==> src/rtl/ncd_pkg.sv <==
// ---------------------------------------------------------------------------
// ncd_pkg
// Shared constants and helpers for the numeric code detonator front-end.
//   - Button bit positions inside btn_raw / btn_pulse.
//   - Lane counts for the digit keys and control buttons.
//   - Debounce lengths for simulation and for the board.
//   - Small helpers for one-hot detection and digit encoding.
// ---------------------------------------------------------------------------
package ncd_pkg;

   localparam int NUM_KEYS = 10;
   localparam int NUM_BTNS = 5;

   localparam int BTN_WAIT  = 0;
   localparam int BTN_SETUP = 1;
   localparam int BTN_READY = 2;
   localparam int BTN_FIRE  = 3;
   localparam int BTN_SURE  = 4;

   localparam int unsigned DEBOUNCE_SIM   = 2;
   localparam int unsigned DEBOUNCE_BOARD = 20;

   typedef logic [NUM_KEYS-1:0] keyVecT;
   typedef logic [NUM_BTNS-1:0] btnVecT;

   // True when exactly one bit of the digit vector is set.
   function automatic logic isOneHot(input keyVecT v);
      return (v != '0) && ((v & (v - 1'b1)) == '0);
   endfunction

   // Binary index of the set bit; only meaningful for a one-hot vector.
   function automatic logic [3:0] keyIndex(input keyVecT v);
      logic [3:0] idx;
      idx = 4'h0;
      for (int i = 0; i < NUM_KEYS; i++) begin
         if (v[i]) begin
            idx = 4'(i);
         end
      end
      return idx;
   endfunction

endpackage

==> src/rtl/key_debounce.sv <==
// ---------------------------------------------------------------------------
// key_debounce
// One input lane: two-flop synchroniser, debounce counter, accepted stable
// level and a one-cycle registered rise pulse.
// Ports:
//   clk      in   system clock
//   rst      in   asynchronous active-low reset
//   raw_i    in   raw asynchronous, bouncy level
//   stable_o out  debounced level
//   rise_o   out  one-cycle pulse, high the cycle after a 0->1 acceptance
// ---------------------------------------------------------------------------
module key_debounce
   import ncd_pkg::*;
#(
   parameter int unsigned DEBOUNCE_CNT = DEBOUNCE_BOARD,
   parameter int          CNT_W        = 16
) (
   input  logic clk,
   input  logic rst,
   input  logic raw_i,
   output logic stable_o,
   output logic rise_o
);

   localparam logic [CNT_W-1:0] CNT_LAST = CNT_W'(DEBOUNCE_CNT - 1);

   logic             s1_q;
   logic             s2_q;
   logic             stable_q;
   logic             stable_d;
   logic             rise_q;
   logic             rise_d;
   logic [CNT_W-1:0] cnt_q;
   logic [CNT_W-1:0] cnt_d;

   // Counter runs only while the synchronised level disagrees with the
   // accepted level; any agreement (a bounce back) restarts it from zero.
   // It stops at CNT_LAST because reaching it always accepts the new level.
   always_comb begin
      stable_d = stable_q;
      cnt_d    = '0;
      rise_d   = 1'b0;
      if (s2_q != stable_q) begin
         if (cnt_q == CNT_LAST) begin
            stable_d = s2_q;
            rise_d   = s2_q;
         end else begin
            cnt_d = cnt_q + 1'b1;
         end
      end
   end

   // Synchroniser and debounce state.
   always_ff @(posedge clk or negedge rst) begin
      if (!rst) begin
         s1_q     <= 1'b0;
         s2_q     <= 1'b0;
         stable_q <= 1'b0;
         cnt_q    <= '0;
         rise_q   <= 1'b0;
      end else begin
         s1_q     <= raw_i;
         s2_q     <= s1_q;
         stable_q <= stable_d;
         cnt_q    <= cnt_d;
         rise_q   <= rise_d;
      end
   end

   assign stable_o = stable_q;
   assign rise_o   = rise_q;

endmodule

==> src/rtl/key_input_conditioner.sv <==
// ---------------------------------------------------------------------------
// key_input_conditioner
// Front-end of the numeric code detonator. Debounces ten digit keys and five
// control buttons into clean clk-domain pulses and keeps the last accepted
// digit as a 4-bit code. Simultaneous digit activity is flagged, not passed.
// Ports:
//   clk        in   system clock
//   rst        in   asynchronous active-low reset
//   key_raw    in   raw digit keys 0-9, active-high
//   btn_raw    in   raw buttons {sure, fire, ready, setup, wait_t}
//   key_pulse  out  one-hot one-cycle pulse on an accepted digit
//   key_valid  out  one-cycle pulse alongside key_pulse
//   key_code   out  binary code of the last accepted digit
//   btn_pulse  out  one-cycle pulse per button press
//   multi_err  out  one-cycle pulse when more than one digit is active
// ---------------------------------------------------------------------------
module key_input_conditioner
   import ncd_pkg::*;
#(
   parameter int unsigned DEBOUNCE_CNT = DEBOUNCE_BOARD,
   parameter int          CNT_W        = 16
) (
   input  logic       clk,
   input  logic       rst,
   input  logic [9:0] key_raw,
   input  logic [4:0] btn_raw,
   output logic [9:0] key_pulse,
   output logic       key_valid,
   output logic [3:0] key_code,
   output logic [4:0] btn_pulse,
   output logic       multi_err
);

   localparam int NUM_LANES = NUM_KEYS + NUM_BTNS;

   logic [NUM_LANES-1:0] laneRaw;
   logic [NUM_LANES-1:0] laneStable;
   logic [NUM_LANES-1:0] laneRise;
   keyVecT               digitRise;
   keyVecT               digitStable;
   logic                 digitAccept;
   logic [3:0]           keyCode_q;
   logic                 unusedBtnStable;

   assign laneRaw = {btn_raw, key_raw};

   // Lanes 0-9 are the digits, lanes 10-14 the buttons in btn_raw order.
   for (genvar g = 0; g < NUM_LANES; g++) begin : gLane
      key_debounce #(
         .DEBOUNCE_CNT (DEBOUNCE_CNT),
         .CNT_W        (CNT_W)
      ) uLane (
         .clk      (clk),
         .rst      (rst),
         .raw_i    (laneRaw[g]),
         .stable_o (laneStable[g]),
         .rise_o   (laneRise[g])
      );
   end

   assign digitRise   = laneRise[NUM_KEYS-1:0];
   assign digitStable = laneStable[NUM_KEYS-1:0];

   // A digit is accepted only when it is the sole rising digit and the only
   // digit held down; otherwise any rise is reported as a multi-press.
   always_comb begin
      digitAccept = isOneHot(digitRise) && (digitStable == digitRise);
      key_valid   = digitAccept;
      key_pulse   = digitAccept ? digitRise : '0;
      multi_err   = (digitRise != '0) && !digitAccept;
      key_code    = digitAccept ? keyIndex(digitRise) : keyCode_q;
   end

   assign btn_pulse = laneRise[NUM_LANES-1:NUM_KEYS];

   // Button debounced levels are not needed downstream.
   assign unusedBtnStable = ^laneStable[NUM_LANES-1:NUM_KEYS];

   // Holds the code so it stays visible after the accept cycle.
   always_ff @(posedge clk or negedge rst) begin
      if (!rst) begin
         keyCode_q <= 4'h0;
      end else begin
         keyCode_q <= key_code;
      end
   end

endmodule

==> config.mk <==
export PLATFORM = sky130hd
export DESIGN_NAME = key_input_conditioner
export DESIGN_NICKNAME = d
export VERILOG_FILES = /design/src/rtl/ncd_pkg.sv /design/src/rtl/key_debounce.sv /design/src/rtl/key_input_conditioner.sv
export SDC_FILE = /design/constraint.sdc
export NUM_CORES = 1
export LEC_CHECK = 0
export BUFFER_PORTS_ARGS = -buffer_cell sky130_fd_sc_hd__buf_4
export CAP_MARGIN = 20
export CORE_MARGIN = 3
export CORE_UTILIZATION = 39
export DETAILED_ROUTE_END_ITERATION = 8
export PLACE_DENSITY = 0.55
export REMOVE_ABC_BUFFERS = 1
export SYNTH_ARGS = -nofsm -noshare
export SYNTH_HDL_FRONTEND = slang
export SYNTH_SLANG_ARGS = --single-unit
==> constraint.sdc <==
create_clock -name clk -period 2.98 [get_ports clk]
set_input_delay 0.149 -clock clk [delete_from_list [all_inputs] [get_ports clk]]
set_output_delay 0.149 -clock clk [all_outputs]
set_load 0.01 [all_outputs]
==> results of run 1 <==
## final timing paths
check	from	end	slack (ns)	cells after the start
min in group clk	key_raw[5]	gLane[5].uLane.s1_q	0.28	2
hold / removal	rst	gLane[3].uLane.cnt_q[11]	0.22	2
setup reg to reg	gLane[2].uLane.rise_o	keyCode_q[3]	0.53	6
hold reg to reg	gLane[10].uLane.s1_q	gLane[10].uLane.s2_q	0.35	0
setup / recovery	gLane[2].uLane.rise_o	key_code[3]	-0.13	7
max in group asynchronous	rst	gLane[12].uLane.cnt_q[7]	1.81	3
## cells in the mapped netlist, types with 20 or more instances
cell / count / area [um^2]
nor4_1: 40 / 250.2
nor3_1: 35 / 175.2
nand2_1: 92 / 345.3
nor3b_1: 26 / 195.2
xnor2_1: 104 / 910.9
nand3_1: 74 / 370.4
clkbuf_1: 20 / 75.07
nand4_1: 59 / 369.1
dfrtp_1: 304 / 7607
nor2_1: 280 / 1051
xor2_1: 126 / 1104
and3_1: 50 / 312.8
## layout make-up
cell class                      count  area [um^2]
Clock buffer                       49         1021
Clock inverter                     14        130.1
Fill cell                        3208        18540
Inverter                           15        56.30
Multi-Input combinational cell    983         6021
Sequential cell                   304         7611
Tap cell                          455        569.3
Timing Repair Buffer               74        679.4
## registers in the layout, indices dropped and copies added (netlist names)
register,count
gLane.uLane.cnt_q,240
gLane.uLane.rise_o,15
gLane.uLane.s1_q,15
gLane.uLane.s2_q,15
gLane.uLane.stable_o,15
keyCode_q,4
## timing repair
action / 4_1_cts / 5_1_grt
endpoints found under the hold margin: 97 / 0
pin swaps: 4 / 1
resized for setup: 16 / 16
gates cloned: 0 / 0
buffers inserted: 9 / 3
hold buffers: 16 / 0
setup endpoints to repair: 13 / 16
## layer usage
| metal | vias to the layer above | track usage | part of all wire |
|---|---|---|---|
| met5 | - | 0 | 0 |
| met4 | 0 | 0.04233 | 0.023 |
| met3 | 43 | 0.02832 | 0.035 |
| met2 | 104 | 0.2151 | 0.44 |
| met1 | 4484 | 0.2021 | 0.50 |
| li1 | 4680 | - | - |
## power groups by stage
stage / Combinational (mW) / Clock [mW] / Sequential, mW
final: 0.273 / 4.26 / 4.26
after global routing: 0.322 / 4.58 / 4.27
after CTS: 0.286 / 4.41 / 4.26
after detailed placement: 0.268 / 0 / 4.33
after global placement: 0.266 / 0 / 4.33
after floorplan: 0.120 / 0 / 4.32
## metrics by stage
stage	power [mW]	worst slack [ns]	utilization	hold WS, ns
after floorplan	4.438	0.4482	-	-0.1466
after global routing	9.174	-0.2342	0.4646	0.2626
after global placement	4.600	0.1680	0.4213	0.2171
final	8.791	-0.1326	0.4646	0.2237
after detailed placement	4.602	0.1491	0.4213	0.2114
after CTS	8.959	-0.1294	0.4625	0.2487
## kinds of logic after synthesis
group / after synthesis
simple gates: 696
flops: 304
xor+xnor: 230
buf+inv: 43
compound gates: 24
mux: 18
fa+ha+maj: 15
==> metrics.txt, run 1 <==
Setup TNS -0.4651 ns; maximum vdd drop 0.4295 mV; Placement Cell Area 14,590 um^2; WL final 25,820 um; TritonCTS Sinks 304; num rows 68; CP required 2.83 ns; non-filler instance count after layout 1,894; sw frac 0.2188; H-tree depth reported by CTS 2; Critical Path End Type primary output; mux cell area share after synthesis 0.01475; number of max-cap violations 0; delay-heaviest family, CP simple AND/OR/NAND/NOR gates; Flop pwr share 0.485; Synth Area in XOR/XNOR 0.1466; DR vias 9,311; via/cell ratio 4.916; critical path type reg2out; Clock transition at path regs 0.06 ns; Clock Skews 0.01013 ns; worst path bufs/invs 2; sequential area share after synthesis 0.5537; Clock Tree Root clkbuf_16; Worst Path Max Fanout 6; Post-Place Cells 1,805; crit start category flop; Nets 1,446; Pins Over Slew Limit 0; Cell Int Power 6.867 mW; main combinational cell family by area after synthesis simple AND/OR/NAND/NOR gates; CTS tree yes; core box area 34,630 um^2; GRT Util Overall 0.1402; Worst path slowest cell or4_4; Die X 193.7 um; area fraction in compound gates after synthesis 0.01138; headroom to the max-slew limit 0.5477; slowest cell delay on critical path 0.54 ns; average cell area after synthesis 10.33 um^2; largest net degree at the start of global routing 87; power share of the clock group 0.484; number of port buffers 37; initial antenna violation count 0; synth warn 0; final setup vio count 13; fin area 16,090 um^2; f_max 321.3 MHz; Cells after Synth 1,330; synthesized area 13,740 um^2; drc violations 0; period utilization 1.044; grt ovf 0; clock buffer depth 3; routed length per instance 13.63 um; failing checks setup timing; Die Ht 193.7 um; GP Congestion 0.7884; final hold vios 0; Netlist cell types 40; total CTS buffers 36; HP Class in2async; combinational share of power 0.031; simple-gate share of the synthesized area 0.2458; Cell Chain, Critical Path or4_4 -> or3_4 -> a311oi_2 -> and3_4 -> buf_12 -> mux2_4 -> buf_6; worst slew pin tran 0.6784 ns; first-pass GRT wire length 45,130 um; Starting Density 0.3967; outcome finished, violations left; cell area power density 546.4 nW/um^2; layout cell share with drive strength beyond 1 0.1084; leakage 7.045 nW; main flop type after synthesis dfrtp_1; IO Count 38; post-layout min period 3.113 ns; first-pass iteration count of the detailed router 5; register bit total from synthesis 304; Iter 0 DRT Violations 510; most common cell after layout, fill and taps aside dfrtp_1; RSZ-0062 raised after global routing true; post-detail-place hpwl 16,710 um; vias in the first global route 9,342; clock insertion delay at the later pin of the skew report 0.51 ns; Adder-Cell Fraction of Synth Area 0.01366; post-route antenna net violation count 0; Async SR Flop Fraction 1.000; Psw 1.923 mW; Die ar. 37,510 um^2; Final WS setup -0.1326 ns; antenna cell count 0; number of synthesized flops with an enable pin 0; Synth-to-Final Area Change 17.10%; commonest cells after routing, fill and taps aside 301 x dfrtp_1, 280 x nor2_1, 126 x xor2_1; critical path arrival 2.96 ns
Power figures use the tool's default switching activity.
==> inputs of run 2 (changes only) <==
--- a/config.mk
+++ b/config.mk
@@ -10,7 +10,7 @@
 export CORE_MARGIN = 3
 export CORE_UTILIZATION = 39
 export DETAILED_ROUTE_END_ITERATION = 8
-export PLACE_DENSITY = 0.55
+export PLACE_DENSITY = 0.56
 export REMOVE_ABC_BUFFERS = 1
 export SYNTH_ARGS = -nofsm -noshare
 export SYNTH_HDL_FRONTEND = slang
==> metrics.txt, run 2 (synthesis gave the netlist of run 1 again) <==
non-filler instance count after layout 1,896 (+0.11%); R2R cell count 6 (unchanged); layout cell share with drive strength beyond 1 0.1027 (-0.005702); Pins Over Slew Limit 0 (unchanged); R2R setup slack 0.48 ns (-0.05 ns); RSZ-0062 raised after global routing true; outcome finished, violations left; routed length per instance 13.65 um (+0.11%); Die X 193.7 um (unchanged); smallest hold slack 0.2380 ns (+0.01436 ns); CP required 2.83 ns (about the same); DR vias 9,402 (+0.98%); core box area 34,630 um^2 (unchanged); post-route antenna net violation count 0 (unchanged); GP Congestion 0.7743 (-1.8%); critical path type reg2out; vias in the first global route 9,662 (+3.4%); total CTS buffers 35 (-2.8%); f_max 317.5 MHz (-1.2%); Clock transition at path regs 0.06 ns (about the same); failing checks setup timing; Post-Place Cells 1,808 (+0.17%); slowest cell delay on critical path 0.60 ns (+0.06 ns); Cell Chain, Critical Path or4_4 -> nor4_1 -> a311oi_4 -> and3_4 -> buf_12 -> mux2_4 -> buf_6; r2r endpoint keyCode_q[3]; final setup vio count 13 (unchanged); headroom to the max-slew limit 0.5321 (-0.01561); Final WS setup -0.1695 ns (-0.03688 ns); multi-input combinational cell area 5986 um^2 (-0.58%); worst path bufs/invs 2 (unchanged); first-pass GRT wire length 46,040 um (+2.0%); antenna cell count 0 (unchanged); cell area power density 547.8 nW/um^2 (+0.26%); number of max-cap violations 0 (unchanged); total power 8.812 mW (+0.25%); Worst path slowest cell nor4_1; Worst Path Max Fanout 6 (unchanged); number of port buffers 37 (unchanged); Synth-to-Final Area Change 17.09% (about the same); largest net degree at the start of global routing 82 (-5.7%); Clock Skews 0.01014 ns (+0.000008200 ns); max FFs per register 240 (unchanged); post-detail-place hpwl 17,250 um (+3.2%); CTS tree yes; commonest cells after routing, fill and taps aside 302 x dfrtp_1, 280 x nor2_1, 126 x xor2_1; via/cell ratio 4.959 (+0.87%); post-layout min period 3.149 ns (+0.03688 ns); critical path arrival 3.00 ns (+0.04 ns); crit start category flop; worst slack, placed 0.1365 ns (-0.01255 ns); maximum vdd drop 0.4657 mV (+8.4%); drc violations 0 (unchanged); GRT Util Overall 0.1416 (+0.001406); Starting Density 0.3967 (unchanged); fill count 3,203 (-0.16%); Nets 1,449 (+0.21%); delay-heaviest family, CP simple AND/OR/NAND/NOR gates; worst slew pin tran 0.6954 ns (+0.01700 ns); HP Class in2async; Critical Path End Type primary output; Worst R2R Start gLane[3].uLane.rise_o; Clock Tree Root clkbuf_16; WL final 25,870 um (+0.21%); initial antenna violation count 0 (unchanged); leakage 7.078 nW (+0.47%); Die Ht 193.7 um (unchanged); grt ovf 0 (unchanged); Iter 0 DRT Violations 363 (-29%); TritonCTS Sinks 304 (unchanged); num rows 68 (unchanged); Die ar. 37,510 um^2 (unchanged); period utilization 1.057 (+0.01237); clock buffer depth 3 (unchanged); H-tree depth reported by CTS 2 (unchanged); first-pass iteration count of the detailed router 4 (-1); most common cell after layout, fill and taps aside dfrtp_1; final hold vios 0 (unchanged); Largest Register gLane.uLane.cnt_q; clock insertion delay at the later pin of the skew report 0.50 ns (about the same); IO Count 38 (unchanged); FF+latch area 7610 um^2 (about the same)
-- run 2: changes by cell type in the layout (fill, tap and decap cells not counted), sizes merged --
cell      previous run  this run
buf                 58        62
clkbuf              49        52
clkinv               8         7
clkinvlp             4         0
-- run 2: worst max path at each step --
stage	slack (ns)	cells after the start	from	endpoint
floorplan	0.45	5	gLane[1].uLane.rise_o	key_code[1]
global placement	0.17	7	gLane[1].uLane.rise_o	key_code[3]
detailed placement	0.14	7	gLane[1].uLane.rise_o	key_code[3]
CTS	-0.11	7	gLane[0].uLane.rise_o	key_code[3]
global route	-0.25	7	gLane[0].uLane.rise_o	key_code[3]
finish	-0.17	7	gLane[3].uLane.rise_o	key_code[3]
-- run 2: layout make-up --
cell class	instances	area share
sequential	304	0.4730
multi-input combinational	983	0.3721
clock buffer	52	0.06666
timing repair buffer	78	0.04317
tap	455	0.03539
clock inverter	9	0.006145
inverter	15	0.003500
-- run 2: stage by stage --
stage | utilization | area, um^2 | TNS (ns)
final | 0.4646 | 16090 | -1.708
after global routing | 0.4646 | 16090 | -2.793
after CTS | 0.4634 | 16050 | -0.5544
after detailed placement | 0.4220 | 14610 | 0
after global placement | 0.4220 | 14610 | 0
after floorplan | - | 13600 | 0
-- run 2: power breakdown --
| group | leakage [nW] | switching (mW) | internal, mW | total [mW] |
|---|---|---|---|---|
| registers | 4.14 | 0.0637 | 4.20 | 4.26 |
| clock network | 0.584 | 1.62 | 2.66 | 4.27 |
| logic | 2.36 | 0.178 | 0.0980 | 0.276 |
| total | 7.08 | 1.86 | 6.95 | 8.81 |
-- run 2: layer usage --
| layer | vias up | routed length, um | track usage |
|---|---|---|---|
| li1 | 4692 | - | - |
| met1 | 4589 | 12690 | 0.1959 |
| met2 | 82 | 11970 | 0.2321 |
| met3 | 39 | 748 | 0.02502 |
| met4 | 0 | 462 | 0.03724 |
| met5 | - | 0 | 0 |
-- run 2: repair_timing --
| action | 4_1_cts | 5_1_grt |
|---|---|---|
| buffers inserted | 8 | 3 |
| endpoints found under the hold margin | 90 | 0 |
| pin swaps | 4 | 2 |
| gates resized for setup | 12 | 4 |
| endpoints found under the setup margin | 14 | 14 |
| hold buffers | 16 | 0 |
==> inputs of run 3 (changes only) <==
--- a/config.mk
+++ b/config.mk
@@ -5,6 +5,7 @@
 export SDC_FILE = /design/constraint.sdc
 export NUM_CORES = 1
 export LEC_CHECK = 0
+export ABC_AREA = 1
 export BUFFER_PORTS_ARGS = -buffer_cell sky130_fd_sc_hd__buf_4
 export CAP_MARGIN = 20
 export CORE_MARGIN = 3
==> metrics.txt, run 3 <==
total power 8.808 mW (about the same); IO Count 38 (unchanged); Final Util 0.4566 (-0.007945); Starting Density 0.3988 (+0.002020); post-route antenna net violation count 0 (unchanged); WL final 31,110 um (+20%); top post-synthesis cells by area dfrtp_1 50%, nor2_1 8.9%, nand2_1 8.5%; Cell Chain, Critical Path inv_2 -> nand2_1 -> nor2_2 -> nand2_1 -> nand2_1 -> nand2_1 -> nor2_4 -> nand3_4 -> nand2_1 -> nand2_1 -> buf_4; CP startpoint gLane[4].uLane.rise_o; commonest cells after routing, fill and taps aside 358 x nor2_1, 342 x nand2_1, 304 x dfrtp_1; Clock Skews 0.01630 ns (+0.006169 ns); multi-input combinational cell area 6419 um^2 (+7.2%); synth warn 0 (unchanged); Worst R2R Start gLane[4].uLane.rise_o; Nets 1,993 (+38%); register bit total from synthesis 304 (unchanged); Critical Path End Type primary output; cell area power density 508.5 nW/um^2 (-7.2%); total CTS buffers 36 (+2.9%); first-pass GRT wire length 54,090 um (+17%); most common cell after layout, fill and taps aside nor2_1; grt ovf 0 (unchanged); vias in the first global route 11,560 (+20%); final hold vios 0 (unchanged); final setup vio count 0 (-13); TritonCTS Sinks 304 (unchanged); Clock transition at path regs 0.06 ns (about the same); Die Ht 202.9 um (+4.8%); HP Class in2async; fill count 3,716 (+16%); critical path type reg2out; R2R setup slack 1.05 ns (+0.57 ns); Synth-to-Final Area Change 14.51%; worst slew pin tran 0.6630 ns (-0.03240 ns); core box area 37,930 um^2 (+9.5%); Setup TNS 0 ns (+1.708 ns); outcome complete, no violations; drc violations 0 (unchanged); Clock Tree Root clkbuf_16; FF+latch area 7607 um^2 (about the same); clock buffer depth 3 (unchanged); f_max 382.3 MHz (+20%); Largest Register gLane.uLane.cnt_q; number of synthesized flops with an enable pin 0 (unchanged); post-layout min period 2.616 ns (-0.5337 ns); number of max-cap violations 0 (unchanged); largest area contributor in the netlist dfrtp_1; slowest cell delay on critical path 0.43 ns (-0.17 ns); max FFs per register 240 (unchanged); post-detail-place hpwl 22,150 um (+28%); Pins Over Slew Limit 0 (unchanged); CP endpoint key_code[1]; worst slack, placed 0.8673 ns (+0.7307 ns); clock insertion delay at the later pin of the skew report 0.51 ns (about the same); R2R cell count 10 (+4); leakage 7.800 nW (+10%); number of port buffers 37 (unchanged); Die ar. 41,180 um^2 (+9.8%); worst path bufs/invs 2 (unchanged); Worst path slowest cell dfrtp_1; RSZ-0062 raised after global routing false; GP Congestion 0.8350 (+7.8%); Post-CTS Setup Inserts 0 (-8); crit start category flop; Final WS setup 0.3642 ns (+0.5337 ns); headroom to the max-slew limit 0.5580 (+0.02588); DR vias 12,040 (+28%); largest net degree at the start of global routing 82 (unchanged); Die X 202.9 um (+4.8%); top-count cell post-synth nor2_1; layout cell share with drive strength beyond 1 0.06152 (-0.04118); main flop type after synthesis dfrtp_1; Commonest cells post-synth 358 x nor2_1, 342 x nand2_1, 304 x dfrtp_1; maximum vdd drop 0.3955 mV (-15%); critical path arrival 2.47 ns (-0.53 ns); period utilization 0.8778 (-0.1791); CTS tree yes; H-tree depth reported by CTS 2 (unchanged); average cell area after synthesis 8.033 um^2 (-22%); Iter 0 DRT Violations 668 (+84%); delay-heaviest family, CP simple AND/OR/NAND/NOR gates; Cells after Synth 1,883 (+42%); Worst Path Max Fanout 15 (+9); Netlist cell types 31 (-23%); post-CTS sizing 0 (-12); most frequent CP cell nand2_1; Async SR Flop Fraction 1.000 (unchanged); num rows 71 (+4.4%); Levels on crit path 11 (+4); routed length per instance 12.48 um (-8.6%); CP required 2.83 ns (about the same); r2r endpoint keyCode_q[2]; first-pass iteration count of the detailed router 5 (+1); sequential area share after synthesis 0.5029 (-0.05080); synthesized area 15,130 um^2 (+10%); GRT Util Overall 0.1522 (+0.01061); initial antenna violation count 1 (+1); share of the synthesized area in the top cell type 0.5029 (-0.05080); via/cell ratio 4.826 (-2.7%); antenna cell count 0 (unchanged)
## run 3: layout make-up
type	instances	area share
Tap cell	511	0.03691
Inverter	266	0.05765
Clock inverter	11	0.006501
Multi-Input combinational cell	1296	0.3706
Clock buffer	49	0.05952
Timing Repair Buffer	57	0.02962
Sequential cell	304	0.4392
## run 3: layer usage
metal  track usage  routed length [um]
met5             0                   9
met4       0.03638                 620
met3       0.02726                1257
met2        0.2448               13950
met1        0.2149               15270
## run 3: how the worst min path moves through the flow
stage / startpoint / endpoint / depth (start not counted)
5_1_grt: rst / gLane[4].uLane.cnt_q[13] / 2
4_1_cts: rst / gLane[4].uLane.cnt_q[13] / 2
3_3_place_gp: rst / gLane[4].uLane.cnt_q[13] / 1
6_report: rst / gLane[4].uLane.cnt_q[13] / 2
3_5_place_dp: rst / gLane[4].uLane.cnt_q[13] / 1
2_1_floorplan: rst / gLane[0].uLane.cnt_q[0] / 0
## run 3: cell families (layout without fill, tap and decap cells)
| family | after synthesis | in the layout | synth area share |
|---|---|---|---|
| AOI/OAI and AO/OA | 97 | 97 | 0.03433 |
| buffers and inverters | 283 | 383 | 0.07271 |
| DFF | 304 | 304 | 0.5029 |
| and+or+nand+nor | 1081 | 1081 | 0.3180 |
| adders and majority gates | 15 | 15 | 0.01241 |
| xor gates and xnor gates | 103 | 103 | 0.05964 |
## run 3: stage by stage
stage / std cells / hold WS (ns) / cell area (um^2)
global placement: 2418 / 0.1791 / 16020
floorplan: 1866 / -0.1466 / 15020
detailed placement: 2418 / 0.1787 / 16020
global route: 2494 / 0.2611 / 17320
finish: 2494 / 0.1908 / 17320
CTS: 2494 / 0.2345 / 17320
## run 3: what timing repair did
item / 4_1_cts / 5_1_grt
endpoints found under the setup margin: 0 / 0
hold buffers: 16 / 0
endpoints found under the hold margin: 92 / 0
## run 3: power by group
| part | internal, mW | leakage [nW] | switching (mW) |
|---|---|---|---|
| clock network | 2.59 | 0.570 | 1.67 |
| registers | 4.20 | 4.14 | 0.0581 |
| logic | 0.0949 | 3.09 | 0.204 |
| total | 6.88 | 7.80 | 1.93 |
